**src/rtl/mul4_fitness_scorer.sv**
```systemverilog
// Fitness harness around one combinational 4-limb multiplier individual: generates LFSR
// operand pairs, computes the golden product by shift-add, and scores the individual's bits.
module mul4_fitness_scorer #(
  parameter int          NUM_VECTORS = 64,
  parameter logic [31:0] SEED        = 32'hACE1_1234,
  parameter int          SCORE_W     = 16,
  parameter int          CNT_W       = 8
) (
  input  logic               clk,
  input  logic               rst,
  input  logic               start,
  output logic               busy,
  output logic               done,
  output logic [15:0]        cand_a1,
  output logic [15:0]        cand_a0,
  output logic [15:0]        cand_b1,
  output logic [15:0]        cand_b0,
  input  logic [15:0]        cand_y3,
  input  logic [15:0]        cand_y2,
  input  logic [15:0]        cand_y1,
  input  logic [15:0]        cand_y0,
  output logic [SCORE_W-1:0] bit_score,
  output logic [CNT_W-1:0]   vec_pass
);

  localparam logic [31:0]        TAPS      = 32'h8020_0003;
  localparam logic [31:0]        SEED_EFF  = (SEED == 32'h0) ? 32'h1 : SEED;
  localparam logic [CNT_W-1:0]   LAST_VEC  = CNT_W'(NUM_VECTORS - 1);
  localparam logic [SCORE_W-1:0] MAX_SCORE = SCORE_W'(64 * NUM_VECTORS);

  typedef enum logic [2:0] {S_IDLE, S_GEN_A, S_GEN_B, S_MUL, S_CMP, S_DONE} state_t;

  state_t             state, state_next;
  logic [31:0]        lfsr;
  logic [31:0]        a_reg;
  logic [31:0]        mplier;
  logic [63:0]        mcand;
  logic [63:0]        prod;
  logic [4:0]         bit_cnt;
  logic [CNT_W-1:0]   vec_cnt;
  logic [63:0]        cand_y;

  assign cand_y = {cand_y3, cand_y2, cand_y1, cand_y0};

  function automatic logic [31:0] lfsr_step(input logic [31:0] x);
    return (x >> 1) ^ (x[0] ? TAPS : 32'h0);
  endfunction

  function automatic logic [6:0] popcount64(input logic [63:0] x);
    logic [6:0] c;
    c = '0;
    for (int i = 0; i < 64; i++) c = c + 7'(x[i]);
    return c;
  endfunction

  // NOTE: sequential state uses non-blocking assignments so every register samples pre-edge values.
  always_ff @(posedge clk or posedge rst) begin
    if (rst) state <= S_IDLE;
    else     state <= state_next;
  end

  // NOTE: default assignment first keeps this block free of inferred latches.
  always_comb begin
    state_next = state;
    case (state)
      S_IDLE:  if (start) state_next = S_GEN_A;
      S_GEN_A: state_next = S_GEN_B;
      S_GEN_B: state_next = S_MUL;
      S_MUL:   if (bit_cnt == 5'd31) state_next = S_CMP;
      S_CMP:   state_next = (vec_cnt == LAST_VEC) ? S_DONE : S_GEN_A;
      S_DONE:  state_next = S_IDLE;
      default: state_next = S_IDLE;
    endcase
  end

  always_comb begin
    busy = (state == S_GEN_A) || (state == S_GEN_B) || (state == S_MUL) || (state == S_CMP);
    done = (state == S_DONE);
  end

  always_ff @(posedge clk or posedge rst) begin
    if (rst) begin
      lfsr      <= SEED_EFF;
      a_reg     <= '0;
      mplier    <= '0;
      mcand     <= '0;
      prod      <= '0;
      bit_cnt   <= '0;
      vec_cnt   <= '0;
      bit_score <= '0;
      vec_pass  <= '0;
      cand_a1   <= '0;
      cand_a0   <= '0;
      cand_b1   <= '0;
      cand_b0   <= '0;
    end else begin
      case (state)
        S_IDLE: begin
          if (start) begin
            lfsr      <= SEED_EFF;
            bit_score <= '0;
            vec_pass  <= '0;
            vec_cnt   <= '0;
          end
        end
        S_GEN_A: begin
          a_reg <= lfsr;
          lfsr  <= lfsr_step(lfsr);
        end
        S_GEN_B: begin
          // The current LFSR word is operand B; both operands reach the individual here.
          lfsr    <= lfsr_step(lfsr);
          cand_a1 <= a_reg[31:16];
          cand_a0 <= a_reg[15:0];
          cand_b1 <= lfsr[31:16];
          cand_b0 <= lfsr[15:0];
          mcand   <= {32'h0, a_reg};
          mplier  <= lfsr;
          prod    <= '0;
          bit_cnt <= '0;
        end
        S_MUL: begin
          if (mplier[0]) prod <= prod + mcand;
          mcand   <= mcand << 1;
          mplier  <= mplier >> 1;
          bit_cnt <= bit_cnt + 5'd1;
        end
        S_CMP: begin
          bit_score <= bit_score + SCORE_W'(popcount64(~(cand_y ^ prod)));
          if (cand_y == prod) vec_pass <= vec_pass + CNT_W'(1);
          vec_cnt <= vec_cnt + CNT_W'(1);
        end
        default: ;
      endcase
    end
  end

  score_bound: assert property (@(posedge clk) disable iff (rst) bit_score <= MAX_SCORE);

endmodule

```
**config.mk**
```make
export PLATFORM = sky130hd
export DESIGN_NAME = mul4_fitness_scorer
export DESIGN_NICKNAME = d
export VERILOG_FILES = /design/src/rtl/mul4_fitness_scorer.sv
export SDC_FILE = /design/constraint.sdc
export NUM_CORES = 1
export LEC_CHECK = 0
export CORE_MARGIN = 4
export CORE_UTILIZATION = 59
export DETAILED_ROUTE_END_ITERATION = 6
export PLACE_DENSITY = 0.91
export SLEW_MARGIN = 20
export SYNTH_ARGS = -nofsm -noshare
export SYNTH_HDL_FRONTEND = slang
export SYNTH_SLANG_ARGS = --single-unit
```
**constraint.sdc**
```tcl
create_clock -name clk -period 14.25 [get_ports clk]
set_input_delay 2.85 -clock clk [delete_from_list [all_inputs] [get_ports clk]]
set_output_delay 2.85 -clock clk [all_outputs]
set_load 0.02 [all_outputs]
```
==> impl_results.md <==
* Type of the worst setup path: primary input to register
* Core Box Area at 32540 um^2
* N_diodes at 0
* Global-route wire length before repair at 84730 um
* DIE WIDTH at 189.5 um
* Hold depth at 2
* GRT overflow at 0
* Initial drt markers at 1250
* Worst reg2reg setup slack at 6120 ps
* Hold-fix buffers, CTS at 0
* Inserted Clock Buffers at 36
* Compound-Gate Fraction of Synth Area at 15.17%
* Post-Syn Instances at 1910
* Max-cap violations at 0
* # DRC at 0
* Top-area cell type share of the netlist area at 40.55%
* Fmax at 95.40 MHz
* Initial Utilization at 59.74%
* Drt first pass iters at 5
* Setup Skew at 34.62 ps
* Setup TNS Final at 0 ps
* Area share of fa/ha/maj cells after synthesis at 11.92%
* Clock Sinks at 328
* Top cells by count, synth: dfrtp_1, nand2_1, o21ai_0
* Synth area leader: dfrtp_1
* Share of synthesized registers carrying an async set or reset at 100.0%
* Reg clk slew, reported paths at 60 ps
* Post-synth EDFFs at 0
* Vias in the first global route at 15590
* Post-CTS sizing at 0
* RR Startpoint: prod[10]$_DFFE_PP0P_
* Routability cong. at 0.9856
* Fraction of synthesized cell area in xor and xnor cells at 5.452%
* Slew HR at 29.48%
* CP Data Arrival Time at 10920 ps
* Worst-Margin Slew at 1058 ps
* Setup Buffers After CTS at 0
* Layout cells sized above 1 at 10.36%
* Mean Syn Cell Area at 10.18 um^2
* Area of the die at 35910 um^2
* Worst Path Required at 14690 ps
* Htree depth at 2
* Synth cell types at 84
* Layout area overhead at 15.65%
* Post-synth top flop: dfrtp_1
* Tcrit/Tclk final at 73.56%
* Sequential share of the synthesized area at 42.31%
* YS warnings at 0
* Synth area leaders: dfrtp_1, ha_1, fa_1
* Post-DR wirelength/cell at 21.33 um
* TritonCTS clock tree: yes
* IO Count at 157
* Clock Tree Buf Depth at 3
* Post-synthesis simple-gate area fraction at 12.26%
* Fillers at 2357
* Seq cells post-synth at 328
* Drt via density at 6.199
* Clock latency reported for the late side of the worst-skew pair at 560 ps
* Antenna Nets Post-Route at 0
* Post-synthesis mux area share at 9.173%
* Height of the die at 189.5 um
* Status: finished clean
* Initial antenna violation count at 0
* Reg2reg end: bit_score[10]$_DFFE_PP0P_
* Cell with the most instances after synthesis: dfrtp_1
* Pins Over Slew Limit at 0
* Synthesized cell area at 19440 um^2
* Final nets at 2239
* Top flop regs: mcand: 64 flops, prod: 64 flops
* Hold Path Sink: mplier[4]$_DFFE_PP0P_
* Core Util, Final at 69.09%
* Worst-path maximum fanout at 5
* # port buffers at 156
* Root Driver: clkbuf_16
* Hold_sp: mplier[4]$_DFFE_PP0P_
* Post-layout minimum cycle time at 10480 ps
* Critical Path Sink Type: register
* Largest net degree at the start of global routing at 200
* Worst Setup Start Kind: primary input
* Worst Hold Class: register to register
* Placed wire-length estimate at 38010 um
* Floorplan row count at 66
* Worst-case reg-to-reg path depth at 21
* Vias at 15430
* Final Hold Fails at 0
* RSZ-0062 raised after global routing: no
* Largest family of logic cells by synthesized area: compound AO/OA/AOI/OAI gates
* Syn_nets at 2128
* Final number of setup-violating endpoints at 0
* Post-Route WL at 53090 um
* Total GRT Usage at 29.42%
-- cell usage in the layout, fill, tap and decap left out, drive strengths merged, types with 13 or more instances in the layout --
cell,instances
dfrtp,315
nand2,283
o21ai,183
clkdlybuf4s50,156
mux2,97
ha,94
inv,78
a21oi,76
mux2i,69
nor2,62
xnor2,61
xor2,60
nand3,59
fa,57
clkbuf,52
a21o,37
a22o,25
nand4,25
nor3,20
and3,17
o211ai,14
o31ai,14
dfstp,13
-- layer usage --
| layer | track usage [%] | up-vias | part of all wire (%) |
|---|---|---|---|
| met5 | 0 | - | 0 |
| met4 | 9.293 | 0 | 3.3 |
| met3 | 4.849 | 119 | 7.3 |
| met2 | 50.01 | 621 | 49 |
| met1 | 38.98 | 7710 | 40 |
| li1 | - | 6980 | - |
-- logic make-up after synthesis --
logic type | count (synthesis)
AND/OR/NAND/NOR | 521
AO/OA/AOI/OAI | 451
flip-flops | 328
buffers and inverters | 172
multiplexers | 166
adder cells (fa/ha/maj) | 151
XOR/XNOR | 121
-- final cells by class --
type	count	area, um^2	area share (%)
multi-input combinational	1410	10530	46.82
sequential	328	8228	36.60
clock buffer	52	1021	4.542
clock inverter	12	196.4	0.8738
tap	442	553.0	2.460
timing repair buffer	167	1657	7.369
inverter	78	300.3	1.336
-- through the flow --
| stage | instances | worst slack (ps) | hold WS [ps] | cell area (um^2) |
|---|---|---|---|---|
| final | 2489 | 3767 | 489.9 | 22480 |
| after global routing | 2489 | 3572 | 518.0 | 22480 |
| after CTS | 2489 | 3882 | 488.7 | 22480 |
| after detailed placement | 2425 | 3444 | 475.6 | 21260 |
| after global placement | 2425 | 3687 | 455.9 | 21260 |
| after floorplan | 1910 | 2338 | 445.3 | 19440 |
-- how the worst max path moves through the flow --
| stage | start | end | slack (ps) | cells past startpoint |
|---|---|---|---|---|
| after CTS | cand_y0[10] | bit_score[10]$_DFFE_PP0P_ | 3880 | 22 |
| after global placement | cand_y0[10] | bit_score[10]$_DFFE_PP0P_ | 3690 | 22 |
| after detailed placement | cand_y0[10] | bit_score[10]$_DFFE_PP0P_ | 3440 | 22 |
| final | cand_y0[10] | bit_score[10]$_DFFE_PP0P_ | 3770 | 22 |
| after global routing | cand_y0[10] | bit_score[10]$_DFFE_PP0P_ | 3570 | 22 |
| after floorplan | rst | a_reg[0]$_DFFE_PP0P_ | 2340 | 1 |
-- critical path, cell delays in order --
cell and delay, ps:
clkdlybuf4s50_1 450, xnor2_1 530, fa_1 530, fa_1 520, inv_1 50, fa_1 470
fa_1 520, fa_1 520, fa_1 540, fa_1 520, fa_1 520, fa_1 470
fa_1 430, nor2b_1 130, o21ai_0 140, a21oi_1 250, o21ai_0 140, a21oi_1 200
o21ai_0 150, a21boi_0 580, o211ai_1 190, mux2i_1 220
Power is left out: the tool's default activity adds up to more than one toggle a clock period on the data nets, which glitch-free logic cannot reach.
